`src/rtl/seq_divider_pkg.sv`:
```
`default_nettype none
// ============================================================================
//  Module      : seq_divider_pkg
//  Description : Shared definitions for the sequential restoring divider:
//                controller state encoding and default operand width.
//  Contents    : DEFAULT_WIDTH - default operand/quotient/remainder width
//                state_t       - IDLE/ITER/FIN; encoding 2'd3 is illegal and
//                                recovers to IDLE
//  Revision    : 1.0 - initial release
// ============================================================================
package seq_divider_pkg;

  localparam int DEFAULT_WIDTH = 4;

  typedef enum logic [1:0] {
    IDLE = 2'd0,
    ITER = 2'd1,
    FIN  = 2'd2
  } state_t;

endpackage : seq_divider_pkg
`default_nettype wire

```
`src/rtl/addsub_n.sv`:
```
`default_nettype none
// ============================================================================
//  Module      : addsub_n
//  Description : N-bit combinational ripple-carry adder/subtractor.
//                b is inverted by sub and sub is the carry-in, so sub=1
//                computes a - b with cout=1 meaning a >= b (unsigned).
//  Ports       : a    [N-1:0] in  first operand
//                b    [N-1:0] in  second operand
//                sub          in  1 = subtract, 0 = add
//                sum  [N-1:0] out result
//                cout         out carry out of the top stage
//  Revision    : 1.0 - initial release
// ============================================================================
module addsub_n #(
  parameter int N = 5
) (
  input  logic [N-1:0] a,
  input  logic [N-1:0] b,
  input  logic         sub,
  output logic [N-1:0] sum,
  output logic         cout
);

  logic [N:0]   w_carry;
  logic [N-1:0] w_b_eff;

  assign w_carry[0] = sub;

  for (genvar i = 0; i < N; i++) begin : g_stage
    assign w_b_eff[i]   = b[i] ^ sub;
    assign sum[i]       = a[i] ^ w_b_eff[i] ^ w_carry[i];
    assign w_carry[i+1] = (a[i] & w_b_eff[i]) | (w_carry[i] & (a[i] ^ w_b_eff[i]));
  end

  assign cout = w_carry[N];

endmodule : addsub_n
`default_nettype wire

```
`src/rtl/seq_divider.sv`:
```
`default_nettype none
// ============================================================================
//  Module      : seq_divider
//  Description : Multi-cycle unsigned restoring divider. One quotient bit is
//                resolved per cycle through a single shared (WIDTH+1)-bit
//                add/sub stage. Results are held until the next accepted
//                start; done is a one-cycle strobe.
//  Ports       : clk                      in  clock, rising edge
//                reset                    in  synchronous, active-high
//                start                    in  request, sampled only in IDLE
//                dividend    [WIDTH-1:0]  in  captured with start
//                divisor     [WIDTH-1:0]  in  captured with start
//                quotient    [WIDTH-1:0]  out result (all ones on /0)
//                remainder   [WIDTH-1:0]  out result (dividend on /0)
//                busy                     out operation in progress
//                done                     out one-cycle result strobe
//                div_by_zero              out last result had divisor 0
//  Revision    : 1.0 - initial release
// ============================================================================
module seq_divider
  import seq_divider_pkg::*;
#(
  parameter int WIDTH = DEFAULT_WIDTH
) (
  input  logic             clk,
  input  logic             reset,
  input  logic             start,
  input  logic [WIDTH-1:0] dividend,
  input  logic [WIDTH-1:0] divisor,
  output logic [WIDTH-1:0] quotient,
  output logic [WIDTH-1:0] remainder,
  output logic             busy,
  output logic             done,
  output logic             div_by_zero
);

  localparam int CNT_W = $clog2(WIDTH + 1);

  state_t           r_state;
  logic [WIDTH:0]   r_a;      // partial remainder
  logic [WIDTH-1:0] r_q;      // dividend in, quotient out
  logic [WIDTH-1:0] r_d;      // captured divisor
  logic [CNT_W-1:0] r_cnt;    // iterations left
  logic             r_zero;   // captured divisor was zero

  logic [WIDTH:0]   w_t;
  logic [WIDTH:0]   w_diff;
  logic             w_cout;
  logic             w_sub;

  // Shift the next dividend bit into the partial remainder.
  assign w_t   = {r_a[WIDTH-1:0], r_q[WIDTH-1]};
  // Only ITER consumes the stage result; outside it the mode is irrelevant.
  assign w_sub = (r_state == ITER);

  addsub_n #(
    .N (WIDTH + 1)
  ) u_addsub (
    .a    (w_t),
    .b    ({1'b0, r_d}),
    .sub  (w_sub),
    .sum  (w_diff),
    .cout (w_cout)
  );

  // The top bit of A is never significant once stored: after a successful
  // subtract T < 2D keeps it zero, and a restore keeps T < 2^WIDTH there.
  logic w_unused_a_msb;
  assign w_unused_a_msb = r_a[WIDTH];

  always_ff @(posedge clk) begin
    if (reset) begin
      r_state     <= IDLE;
      r_a         <= '0;
      r_q         <= '0;
      r_d         <= '0;
      r_cnt       <= '0;
      r_zero      <= 1'b0;
      quotient    <= '0;
      remainder   <= '0;
      busy        <= 1'b0;
      done        <= 1'b0;
      div_by_zero <= 1'b0;
    end else begin
      done <= 1'b0;
      case (r_state)
        IDLE: begin
          if (start) begin
            r_a         <= '0;
            r_q         <= dividend;
            r_d         <= divisor;
            r_cnt       <= CNT_W'(WIDTH);
            r_zero      <= (divisor == '0);
            div_by_zero <= 1'b0;
            busy        <= 1'b1;
            r_state     <= (divisor == '0) ? FIN : ITER;
          end
        end

        ITER: begin
          // Carry out means T >= D: keep the difference, quotient bit 1.
          r_a   <= w_cout ? w_diff : w_t;
          r_q   <= {r_q[WIDTH-2:0], w_cout};
          r_cnt <= r_cnt - 1'b1;
          if (r_cnt == CNT_W'(1)) begin
            busy    <= 1'b0;
            r_state <= FIN;
          end
        end

        FIN: begin
          if (busy) begin
            // Zero divisor arrives here straight from IDLE with busy still
            // set; spend one cycle dropping it so done lands two cycles
            // after acceptance.
            busy <= 1'b0;
          end else begin
            done    <= 1'b1;
            r_state <= IDLE;
            if (r_zero) begin
              quotient    <= '1;
              remainder   <= r_q;
              div_by_zero <= 1'b1;
            end else begin
              quotient    <= r_q;
              remainder   <= r_a[WIDTH-1:0];
            end
          end
        end

        default: begin
          busy    <= 1'b0;
          r_state <= IDLE;
        end
      endcase
    end
  end

endmodule : seq_divider
`default_nettype wire

```
`config.mk`:
```
export PLATFORM = sky130hd
export DESIGN_NAME = seq_divider
export DESIGN_NICKNAME = d
export VERILOG_FILES = /design/src/rtl/seq_divider_pkg.sv /design/src/rtl/addsub_n.sv /design/src/rtl/seq_divider.sv
export SDC_FILE = /design/constraint.sdc
export NUM_CORES = 1
export LEC_CHECK = 0
export CORE_UTILIZATION = 36
export CTS_CLUSTER_SIZE = 12
export DETAILED_ROUTE_END_ITERATION = 8
export HOLD_SLACK_MARGIN = 0.05
export PLACE_DENSITY_LB_ADDON = 0.1
export SETUP_SLACK_MARGIN = 0.3
export SYNTH_ARGS = -nofsm -noshare
export SYNTH_HDL_FRONTEND = slang
export SYNTH_SLANG_ARGS = --single-unit
```
`constraint.sdc`:
```
create_clock -name clk -period 8 [get_ports clk]
set_clock_uncertainty 0.2 [all_clocks]
set_input_delay 1.6 -clock clk [delete_from_list [all_inputs] [get_ports clk]]
set_output_delay 1.6 -clock clk [all_outputs]
set_load 0.005 [all_outputs]
```
==> summary.txt <==
Synthesis
  • Post-synthesis cell type count: 32
  • Largest family of logic cells by synthesized area: simple AND/OR/NAND/NOR gates
  • EDFF count, synth: 0
  • Largest area contributor in the netlist: dfxtp_1
  • Yosys reg bits: 29
  • Post-Synthesis Cells: between 150 and 200
  • Post-synthesis adder-cell area fraction: 0.07002
  • Post-synthesis compound-gate area fraction: 0.1804
  • Syn avg cell area: 9.051 um^2
  • XOR/XNOR Fraction of Synth Area: 0.03142
  • Ys flop type: dfxtp_1
  • Synth Area in Simple Gates: 0.1813
  • FFs w/ async S/R, synth: 0
  • Syn_nets: ~170
  • Sequential area share after synthesis: 0.4165
  • Post-synth top area share: 0.4165
  • YS warnings: 0
  • Synthesized area: 1394 um^2
  • Mux share of post-synthesis cell area: 0.05027
  • Synth area leaders: dfxtp_1 42%, nor2_1 6.2%, a211oi_1 5.4%, nand2_1 5.4%, mux2i_1 5.0%

Die
  • Core footprint: roughly 3700 um^2
  • Starting Density: 0.3779
  • Num ports: 22
  • Die height: approximately 64 um
  • Die width: between 60 and 70 um
  • Cell Rows: 22
  • Die Area: 4125 um^2

Route
  • Drt initial violations: 25
  • Router iterations before antenna repair: 4
  • Metal2 WL: between 1 and 1.5 mm
  • Routed length on met3: 121 um
  • Uppermost layer routed: met4
  • Detailed-route via count: 1,076
  • Post-Route WL: approximately 2.8 mm
  • Post-route ant nets: 0
  • DR vias/cell: 4.847
  • Wl on met1: ~1.4 mm
  • WL per Instance: about 12 um
  • # DRC: 0

CTS
  • Post-cts sizing count: 0
  • CTS H-tree lvls: 2
  • Postcts setup bufs: 0
  • Later-pin clock latency in the skew report: 270 ps
  • Clk root buf: clkbuf_8
  • CTS buffer count: 5
  • Hold_buf cts: 0
  • Clock tree from TritonCTS: done
  • Clk buf depth: 2
  • Worst-path clk slew: around 60 ps
  • Clk sinks: 29

Cells and area
  • Fill cell count: 387
  • N_diodes: 0
  • Share of layout cells above drive strength 1: 0.07471
  • Final core occ: 0.4549
  • Final nets: 190
  • Final instance area: 1678 um^2
  • Synth-to-layout area growth: 20.38%
  • Final Non-Filler Cells: 222

Place
  • Gpl congestion: about 0.76
  • DP Cell Count: between 200 and 250
  • DP Area: roughly 1600 um^2
  • HPWL after detailed placement: 2.013 mm
  • PortBufs: 21

STA
  • Final critical-path required period: roughly 3300 ps
  • Max Clk Rate: about 300 MHz
  • Final Max Slew Viols: 0
  • Final setup vio count: 0
  • Setup TNS: 0 ps
  • Period Utilization, post-route: 0.4152
  • Final hold vios: 0
  • Worst hold margin: around 280 ps
  • Worst-margin pin slew: 1023 ps
  • Normalized max-slew margin: 0.3162
  • RSZ-0062 raised after global routing: false

Flow run
  • Max Cap Viol: 0

Pwr
  • Worst VDD drop: slightly below 0.1 mV
  • Pleak: a little under 0.6 nW
  • Power per cell area: about 200 nW/um^2

Worst setup path
  • CP Buf/Inv Count: 1
  • Cell Chain, Critical Path: nand2b_1, inv_4, xnor2_1, fa_1, fa_1, fa_1, nor2b_1, nor2_1, mux2i_1, a22o_1
  • Crit. End Element: register
  • Worst path top cell family by delay: adder cells
  • Slowest-stage cell, CP: dfxtp_1
  • Crit-path max FO: 11
  • R2R Path Start: r_state[0]
  • Worst path arrival time: roughly 3300 ps
  • Crit path top cell by count: fa_1
  • CP Class: register to register
  • CP Launch Type: register
  • Worst Setup SP: r_state[0]
  • Crit path largest cell delay: roughly 550 ps
  • Worst path required time: approximately 8000 ps

Global route
  • Gr ovfl total: 0
  • First-pass GRT wire length: approximately 4.7 mm
  • Vias in the first global route: 1,024
  • Largest net degree at the start of global routing: 28
  • Initial antenna violation count: 0
  • Total Routing Usage GR: 0.1528

Hold path
  • HP Start: r_d[3]
  • Worst hold path type: register to register

Status
  • Outcome: completed
-- placed cells by master (no fill, tap or decap) --
cell	instances
a21o_1	1
nor4_1	1
dfxtp_1	29
nor2_2	1
clkdlybuf4s50_1	21
nand2_1	20
ha_1	3
a211oi_1	10
nand2b_1	1
o21ba_2	1
xnor2_1	5
nor3_1	1
o21ai_0	2
nor2b_1	4
inv_4	1
nor3b_4	1
and2_1	1
mux2i_1	7
a21oi_1	11
a311oi_1	4
inv_1	6
clkbuf_1	1
nand3b_1	1
clkbuf_8	5
nor3_2	1
clkinv_2	2
o21bai_1	2
a21oi_2	1
a22o_1	4
fa_1	3
nor2_1	23
-- per-stage QoR --
stage                     power [mW]  worst slack [ps]
after global routing          0.3572              4400
after floorplan               0.2087              5107
final                         0.3356              4678
after CTS                     0.3405              4647
after detailed placement      0.2260              4453
after global placement        0.2239              4514
-- report_power, final --
part / leakage [nW] / internal [mW] / switching, mW
sequential: 0.237 / 0.154 / 0.00969
clock: 0.0450 / 0.0601 / 0.0537
combinational: 0.308 / 0.0279 / 0.0300
-- kinds of logic after synthesis --
group | after synthesis
AO/OA/AOI/OAI | 36
XOR/XNOR | 5
adder cells (fa/ha/maj) | 6
buffers and inverters | 16
flip-flops | 29
multiplexers | 7
AND/OR/NAND/NOR | 55
-- sequential cells by signal, indices dropped and copies added, names as in the netlist --
| signal | flops |
|---|---|
| busy | 1 |
| div_by_zero | 1 |
| done | 1 |
| quotient | 4 |
| r_a | 4 |
| r_cnt | 3 |
| r_d | 4 |
| r_q | 4 |
| r_state | 2 |
| r_zero | 1 |
| remainder | 4 |
-- final timing paths --
path                                to  slack [ps]  cells past startpoint
worst max-delay path            r_a[1]        4680                     10
worst min register to register  r_d[3]         280                      2
worst min-delay path            r_d[3]         280                      2
worst max register to register  r_a[1]        4680                     10
-- layer usage --
| metal | vias to the layer above | global-route usage |
|---|---|---|
| li1 | 561 | - |
| met1 | 486 | 0.1972 |
| met2 | 23 | 0.2261 |
| met3 | 6 | 0.05714 |
| met4 | 0 | 0.06667 |
| met5 | - | 0 |
-- worst reg2reg max path: cells and delay by family, from the launching register on --
kind / cells / cell delay, ps
adder cells (fa/ha/maj): 3 / 1180
AND/OR/NAND/NOR: 3 / 620
flip-flops: 1 / 550
buffers and inverters: 1 / 210
AO/OA/AOI/OAI: 1 / 210
multiplexers: 1 / 150
XOR/XNOR: 1 / 100
-- synth_stat cells, drive strengths merged (2+ instances only) --
cell type / instances
a21oi: 12
nor2: 24
nor2b: 4
dfxtp: 29
a22o: 4
o21bai: 2
inv: 7
clkbuf: 3
xnor2: 5
a211oi: 10
mux2i: 7
o21ai: 2
a311oi: 4
buf: 6
ha: 3
fa: 3
nor3: 2
nand2: 20
-- final cells by class --
cell class / count / area [um^2] / share of cell area
multi-input combinational: 109 / 715.7 / 0.4265
sequential: 29 / 580.6 / 0.3460
timing repair buffer: 21 / 210.2 / 0.1253
clock buffer: 6 / 72.57 / 0.04325
tap: 48 / 60.06 / 0.03579
inverter: 7 / 28.78 / 0.01715
clock inverter: 2 / 10.01 / 0.005966
Note: power is estimated with default switching activity, not from simulation.
